===== config.mk =====
export PLATFORM = sky130hd
export DESIGN_NAME = reg_pull2
export DESIGN_NICKNAME = d
export VERILOG_FILES = /design/src/rtl/reg_pull2_pkg.sv /design/src/rtl/reg_pull2.sv
export SDC_FILE = /design/constraint.sdc
export NUM_CORES = 1
export LEC_CHECK = 0
export ABC_AREA = 1
export CAP_MARGIN = 25
export CORE_AREA = 2 2 39 41
export DETAILED_ROUTE_END_ITERATION = 10
export DIE_AREA = 0 0 41 43
export PLACE_DENSITY = 0.45
export SYNTH_ARGS = -nofsm -noshare
export SYNTH_HDL_FRONTEND = slang
export SYNTH_SLANG_ARGS = --single-unit

===== constraint.sdc =====
create_clock -name CLK -period 0.88 [get_ports CLK]
set_input_delay 0.176 -clock CLK [delete_from_list [all_inputs] [get_ports CLK]]
set_output_delay 0.176 -clock CLK [all_outputs]
set_load 0.005 [all_outputs]

===== src/rtl/reg_pull2_pkg.sv =====
// rtl/reg_pull2_pkg.sv - occupancy encoding and protocol helpers for reg_pull2
package reg_pull2_pkg;

  // Occupancy is the pair {v1, v0}; v1 without v0 never occurs.
  localparam logic [1:0] OCC_EMPTY = 2'b00;
  localparam logic [1:0] OCC_ONE   = 2'b01;
  localparam logic [1:0] OCC_FULL  = 2'b11;

  function automatic logic [1:0] occ_of(input logic v0, input logic v1);
    return {v1, v0};
  endfunction

  function automatic logic is_violation(input logic [1:0] occ, input logic enq,
                                        input logic deq);
    return (enq && (occ == OCC_FULL)) || (deq && (occ == OCC_EMPTY));
  endfunction

endpackage


===== src/rtl/reg_pull2.sv =====
// rtl/reg_pull2.sv - two-entry registered buffer with reader-side pull handshake
module reg_pull2
  import reg_pull2_pkg::*;
#(
  parameter int               width = 1,
  parameter logic [width-1:0] init  = '0
) (
  input  logic             CLK,
  input  logic             RST,
  input  logic [width-1:0] D_IN,
  input  logic             ENQ,
  output logic             FULL_N,
  input  logic             DEQ,
  output logic             EMPTY_N,
  output logic [width-1:0] D_OUT,
  input  logic             CLR,
  output logic             ERR
);

  logic [width-1:0] r_d0;
  logic [width-1:0] r_d1;
  logic             r_v0;
  logic             r_v1;
  logic             r_err;

  logic [1:0]       w_occ;
  logic [width-1:0] w_d0_nxt;
  logic [width-1:0] w_d1_nxt;
  logic             w_v0_nxt;
  logic             w_v1_nxt;
  logic             w_err_nxt;

  assign w_occ = occ_of(r_v0, r_v1);

  always_comb begin
    w_d0_nxt  = r_d0;
    w_d1_nxt  = r_d1;
    w_v0_nxt  = r_v0;
    w_v1_nxt  = r_v1;
    w_err_nxt = r_err | is_violation(w_occ, ENQ, DEQ);

    case (w_occ)
      OCC_EMPTY: begin
        if (ENQ) begin
          w_v0_nxt = 1'b1;
          w_d0_nxt = D_IN;
        end
      end
      OCC_ONE: begin
        case ({ENQ, DEQ})
          2'b10: begin
            w_v1_nxt = 1'b1;
            w_d1_nxt = D_IN;
          end
          2'b01:   w_v0_nxt = 1'b0;
          2'b11:   w_d0_nxt = D_IN;
          default: ;
        endcase
      end
      OCC_FULL: begin
        // An ENQ while full is dropped; only the pull is acted on.
        if (DEQ) begin
          w_v1_nxt = 1'b0;
          w_d0_nxt = r_d1;
        end
      end
      default: begin
        w_v0_nxt = 1'b0;
        w_v1_nxt = 1'b0;
      end
    endcase

    if (CLR) begin
      w_d0_nxt  = init;
      w_d1_nxt  = init;
      w_v0_nxt  = 1'b0;
      w_v1_nxt  = 1'b0;
      w_err_nxt = 1'b0;
    end
  end

  always_ff @(posedge CLK or negedge RST) begin
    if (!RST) begin
      r_d0  <= init;
      r_d1  <= init;
      r_v0  <= 1'b0;
      r_v1  <= 1'b0;
      r_err <= 1'b0;
    end else begin
      r_d0  <= w_d0_nxt;
      r_d1  <= w_d1_nxt;
      r_v0  <= w_v0_nxt;
      r_v1  <= w_v1_nxt;
      r_err <= w_err_nxt;
    end
  end

  assign EMPTY_N = r_v0;
  assign FULL_N  = ~r_v1;
  assign D_OUT   = r_d0;
  assign ERR     = r_err;

endmodule

==> key figures, run 1 <==
Status
  • Status: finished, violations left
  • Failing checks: setup timing

Worst setup path
  • Worst setup path start: r_v1
  • Critical Path RT: 1.01 ns
  • Crit path DAT: 1.26 ns
  • Critical path fanouts, max: 3
  • Nature of the critical path startpoint: flop
  • FF-to-FF Start: r_v1
  • Setup Crit Path Kind: reg -> reg
  • Crit end category: flop

Yosys
  • Synth Register Bits: 5
  • Yosys warns: 0
  • Post-synthesis average cell area: 6.43 um^2
  • Post-synth top area cell: dfrtp_1
  • Share of Yosys cell area claimed by the top area cell type: 0.397
  • Synth unique cells: 11
  • Post-synthesis sequential area ratio: 0.397
  • Top cells by area, synth: dfrtp_1, nand2_1, nor2_1
  • Syn Nets: 55
  • Gate Count Post-Synth: 49
  • Post-Syn Area: 315 um^2

CTS
  • CTS tree: built
  • CTS Buffer Depth: 2
  • CTS H-tree depth: 1
  • Root Driver: clkbuf_4
  • # hold bufs at CTS: 0
  • Clk slew on worst S/H paths: 0.04 ns
  • Num CTS Buffers: 3
  • Worst-Skew Late Latency: 0.24 ns
  • Sink Count: 5

Power and ir drop
  • Worst VDD drop: 0.659 mV
  • Sequential power share: 0.331
  • Clk pwr share: 0.306
  • Comb pwr share: 0.364
  • Net switching power: 0.251 mW
  • Net Sw Frac: 0.300
  • Tot Pwr: 0.835 mW
  • Cell area power density: 1530 mW/mm^2
  • Int Pwr: 0.585 mW
  • Pleak: 0.317 nW

Drt
  • Total Wirelength: 756 um
  • Initial DRC Count: 2
  • Vias per std cell: 4.09
  • DRC: 0
  • ANT nets after route: 0
  • Drt pass-1 iters: 4
  • DR WL/cell: 8.79 um
  • DR vias: 352

STA
  • Crit path time final: 1.14 ns
  • Worst Skew: 0.00101 ns
  • Setup violations, final: 9
  • RSZ-0062 raised after global routing: true
  • Crit share post-route: 1.29
  • FMAX: 881 MHz
  • Rel. slew slack: 0.801
  • Worst Slack Setup Final: -0.255 ns
  • Final hold vios: 0
  • Slew @ Worst Pin: 0.298 ns
  • Pins over their slew limit: 0

Place
  • Pre-CTS setup slack: -0.510 ns
  • Port bufs: 9
  • Gp weighted congestion: 0.675
  • Final HPWL DP: 581 um

GRT
  • First-pass GRT wire length: 1250 um
  • Largest net degree at the start of global routing: 8
  • GR Overflow Total: 0
  • Antenna violations before repair: 0
  • Vias in the first global route: 332
  • Total track usage: 0.109

Cells and area
  • Most frequent cells in the layout: nand2_1, nor2_1, buf_4
  • Share of cells above drive strength 1: 0.429
  • Nets: 77
  • N_diodes: 0
  • Most common cell after layout, fill and taps aside: nand2_1
  • Layout area overhead: 73.4%

Hold path
  • Worst min-delay path class: in -> async

Floorplanning
  • # IOs: 10
  • Die area: 0.00176 mm^2
  • Die height: 43 um
  • Core Region: 0.00138 mm^2
  • Die W: 41 um
  • Rows: 14
  • Starting Density: 0.228

Job
  • Number of max-cap violations: 0
## worst paths after layout
check	to	slack [ns]	cells after the start
max	D_OUT	-0.26	10
min	r_d1	0.16	1
max reg2reg	D_OUT	-0.26	10
min reg2reg	D_OUT	0.47	2
max in group asynchronous	r_v1	0.54	1
min in group CLK	r_d1	0.35	2
## routing by layer
| metal | up-vias | wire length, um | global-route usage |
|---|---|---|---|
| li1 | 192 | - | - |
| met1 | 155 | 336 | 0.115 |
| met2 | 3 | 393 | 0.163 |
| met3 | 2 | 18 | 0.0314 |
| met4 | 0 | 8 | 0.100 |
| met5 | - | 0 | 0 |
## state kept, by name, summed over array words and instances (netlist names)
name	flops
D_OUT	1
EMPTY_N	1
ERR	1
r_d1	1
r_v1	1
## metrics by stage
step | instances | util | cell area (um^2) | hold slack (ns) | TNS [ns]
5_1_grt | 86 | 0.395 | 547 | 0.173 | -1.81
2_1_floorplan | 49 | - | 323 | -0.120 | -0.151
3_3_place_gp | 79 | 0.337 | 467 | 0.412 | -2.58
4_1_cts | 86 | 0.385 | 533 | 0.159 | -1.44
3_5_place_dp | 79 | 0.337 | 467 | 0.415 | -2.59
6_report | 86 | 0.395 | 547 | 0.157 | -1.31
## what timing repair did
item | in CTS | in global routing
pin swaps | 5 | 4
gates resized for setup | 23 | 6
gates cloned | 0 | 0
setup endpoints to repair | 9 | 9
setup buffers | 3 | 0
## worst max-delay path, cell delays in order (launching register included)
cell	delay, ns
dfrtp_1	0.38
buf_6	0.12
buf_6	0.12
nand2_4	0.07
inv_4	0.04
nand2_4	0.05
nand2_2	0.05
inv_2	0.04
nand2_1	0.05
nand2_1	0.06
nand2_1	0.05
## synth_stat cells
master,count
nor2_2,1
dfrtp_1,5
a21oi_1,4
nor3_1,3
buf_6,1
nand3_1,2
nand2_1,15
a21o_1,1
inv_2,3
nor2_1,10
inv_1,4
## power by group through the flow
stage,combinational [mW],clock [mW],sequential [mW]
floorplan,0.112,0,0.289
global placement,0.246,0,0.290
detailed placement,0.245,0,0.289
CTS,0.300,0.269,0.275
global route,0.340,0.286,0.278
finish,0.304,0.255,0.276
## logic make-up after synthesis
family                 Yosys count  synth area share
AND/OR/NAND/NOR                 31             0.397
buffers and inverters            8             0.119
flip-flops                       5             0.397
AO/OA/AOI/OAI                    5            0.0873
## area by class of cell
type                       count  area (um^2)
inverter                       7         28.8
multi-input combinational     36          195
timing repair buffer          18          151
sequential                     5          125
fill                         160          837
tap                           16         20.0
clock buffer                   4         26.3
(Power assumes the default switching activity.)
==> inputs of run 2 (changes only) <==
MAX_ROUTING_LAYER = met4   (was not set)
RECOVER_POWER = 100   (was not set)
==> run 2 against run 1 <==
Against the previous run:
- the run still ends with setup timing left
- combinational power about the same
- global-route usage grew 0.27 points
- power shrank 0.11%
- non-clock buffer count stayed put
- critical path type unchanged
==> key figures, run 2 (synthesis gave the netlist of run 1 again) <==
CTS
  • Num CTS Buffers: 3 (unchanged)
  • CTS H-tree depth: 1 (unchanged)
  • CTS Buffer Depth: 2 (unchanged)
  • Sink Count: 5 (unchanged)
  • Worst-Skew Late Latency: 0.24 ns (about the same)
  • Clk slew on worst S/H paths: 0.04 ns (about the same)
  • Root Driver: clkbuf_4
  • CTS tree: built

GRT
  • Total track usage: 0.112 (+0.00271)
  • First-pass GRT wire length: 1250 um (unchanged)
  • M3 GR Usage: 0.0314 (unchanged)
  • Met1 global-route usage: 0.115 (unchanged)
  • Largest net degree at the start of global routing: 8 (unchanged)
  • Antenna violations before repair: 0 (unchanged)
  • GR Overflow Total: 0 (unchanged)
  • Vias in the first global route: 332 (unchanged)
  • Met2 Usage GRT: 0.163 (unchanged)
  • Global routing's busiest layer: met2

Power and ir drop
  • Cell area power density: 1530 mW/mm^2 (-0.11%)
  • Worst VDD drop: 0.658 mV (about the same)
  • Net Sw Frac: 0.300 (+0.000318)
  • Int Pwr: 0.584 mW (-0.15%)
  • Net switching power: 0.251 mW (unchanged)
  • Comb pwr share: 0.363 (about the same)
  • Sequential power share: 0.331 (about the same)
  • Tot Pwr: 0.834 mW (-0.11%)
  • Pleak: 0.317 nW (about the same)
  • Clk pwr share: 0.306 (about the same)

Place
  • Gp weighted congestion: 0.681 (+0.99%)
  • Placed Area: 467 um^2 (unchanged)
  • Port bufs: 9 (unchanged)
  • Final HPWL DP: 581 um (unchanged)

Floorplanning
  • Core Region: 0.00138 mm^2 (unchanged)
  • Die height: 43 um (unchanged)
  • Rows: 14 (unchanged)
  • Die area: 0.00176 mm^2 (unchanged)
  • Die W: 41 um (unchanged)
  • Starting Density: 0.228 (unchanged)
  • # IOs: 10 (unchanged)

Cells and area
  • Share of cells above drive strength 1: 0.429 (unchanged)
  • Post-route cell area: 547 um^2 (unchanged)
  • Final Util: 0.395 (unchanged)
  • N_diodes: 0 (unchanged)
  • Area of the multi-input gates: 195 um^2 (unchanged)
  • Most frequent cells in the layout: nand2_1, nor2_1, buf_4
  • Register area: 125 um^2 (unchanged)
  • Nets: 77 (unchanged)
  • Filler cells: 160 (unchanged)
  • Most common cell after layout, fill and taps aside: nand2_1
  • Layout area overhead: 73.4% (unchanged)

Drt
  • Vias per std cell: 4.09 (unchanged)
  • ANT nets after route: 0 (unchanged)
  • Drt pass-1 iters: 4 (unchanged)
  • Total Wirelength: 756 um (unchanged)
  • DRC: 0 (unchanged)
  • Initial DRC Count: 2 (unchanged)
  • DR vias: 352 (unchanged)
  • DR WL/cell: 8.79 um (unchanged)

STA
  • Worst Skew: 0.00101 ns (unchanged)
  • Setup violations, final: 9 (unchanged)
  • Setup TNS: -1.31 ns (unchanged)
  • FMAX: 881 MHz (unchanged)
  • Crit share post-route: 1.29 (unchanged)
  • Crit path time final: 1.14 ns (unchanged)
  • Worst Slack Setup Final: -0.255 ns (unchanged)
  • Slew @ Worst Pin: 0.298 ns (unchanged)
  • Pins over their slew limit: 0 (unchanged)
  • Final hold vios: 0 (unchanged)
  • RSZ-0062 raised after global routing: true
  • Rel. slew slack: 0.801 (unchanged)

Worst setup path
  • Setup Crit Path Kind: reg -> reg
  • Critical path fanouts, max: 3 (unchanged)
  • Crit end category: flop
  • Crit path DAT: 1.26 ns (about the same)
  • Critical Path RT: 1.01 ns (about the same)
  • Nature of the critical path startpoint: flop

Hold path
  • Worst min-delay path class: in -> async

Job
  • Number of max-cap violations: 0 (unchanged)

Status
  • Status: finished, violations left
  • Failing checks: setup timing
==> run 2: cell type report <==
cell class / instances / area share
Multi-Input combinational cell: 36 / 0.357
Clock buffer: 4 / 0.0481
Sequential cell: 5 / 0.229
Inverter: 7 / 0.0526
Timing Repair Buffer: 18 / 0.277
Tap cell: 16 / 0.0366
==> run 2: final timing paths <==
kind                            slack (ns)  startpoint  depth (start not counted)  endpoint
min in group CLK                      0.35         CLR                          2      r_d1
max in group asynchronous             0.47         RST                          1      r_v1
worst min-delay path                  0.23         RST                          1      r_d1
worst min register to register        0.47       D_OUT                          2     D_OUT
worst max register to register       -0.26        r_v1                         10     D_OUT
worst max-delay path                 -0.26        r_v1                         10     D_OUT
==> run 2: per-stage QoR <==
step	hold slack, ns	instances	setup slack [ns]
2_1_floorplan	-0.120	49	-0.0676
6_report	0.227	86	-0.255
5_1_grt	0.243	86	-0.332
3_5_place_dp	0.415	79	-0.510
4_1_cts	0.159	86	-0.267
3_3_place_gp	0.412	79	-0.509
==> run 2: power by group through the flow <==
stage          Combinational (mW)  Sequential [mW]  Clock, mW
6_report                    0.303            0.276      0.255
5_1_grt                     0.339            0.278      0.286
4_1_cts                     0.300            0.275      0.269
3_5_place_dp                0.245            0.289          0
3_3_place_gp                0.246            0.290          0
2_1_floorplan               0.112            0.289          0
==> run 2: what timing repair did <==
| item | in CTS | in global routing |
|---|---|---|
| gates resized for setup | 23 | 6 |
| hold buffers | 0 | 0 |
| setup endpoints to repair | 9 | 9 |
| pin swaps | 5 | 4 |
| setup buffers | 3 | 0 |
==> run 2: layer usage <==
metal / up-vias / part of all wire
li1: 192 / -
met1: 155 / 0.44
met2: 3 / 0.52
met3: 2 / 0.024
met4: 0 / 0.011
met5: - / 0
==> run 2: critical path, cell delays in order (launching register included) <==
cell and delay [ns]:
dfrtp_1 0.38, buf_6 0.12, buf_6 0.12, nand2_4 0.07, inv_4 0.04, nand2_4 0.05
nand2_2 0.05, inv_2 0.04, nand2_1 0.05, nand2_1 0.06, nand2_1 0.05
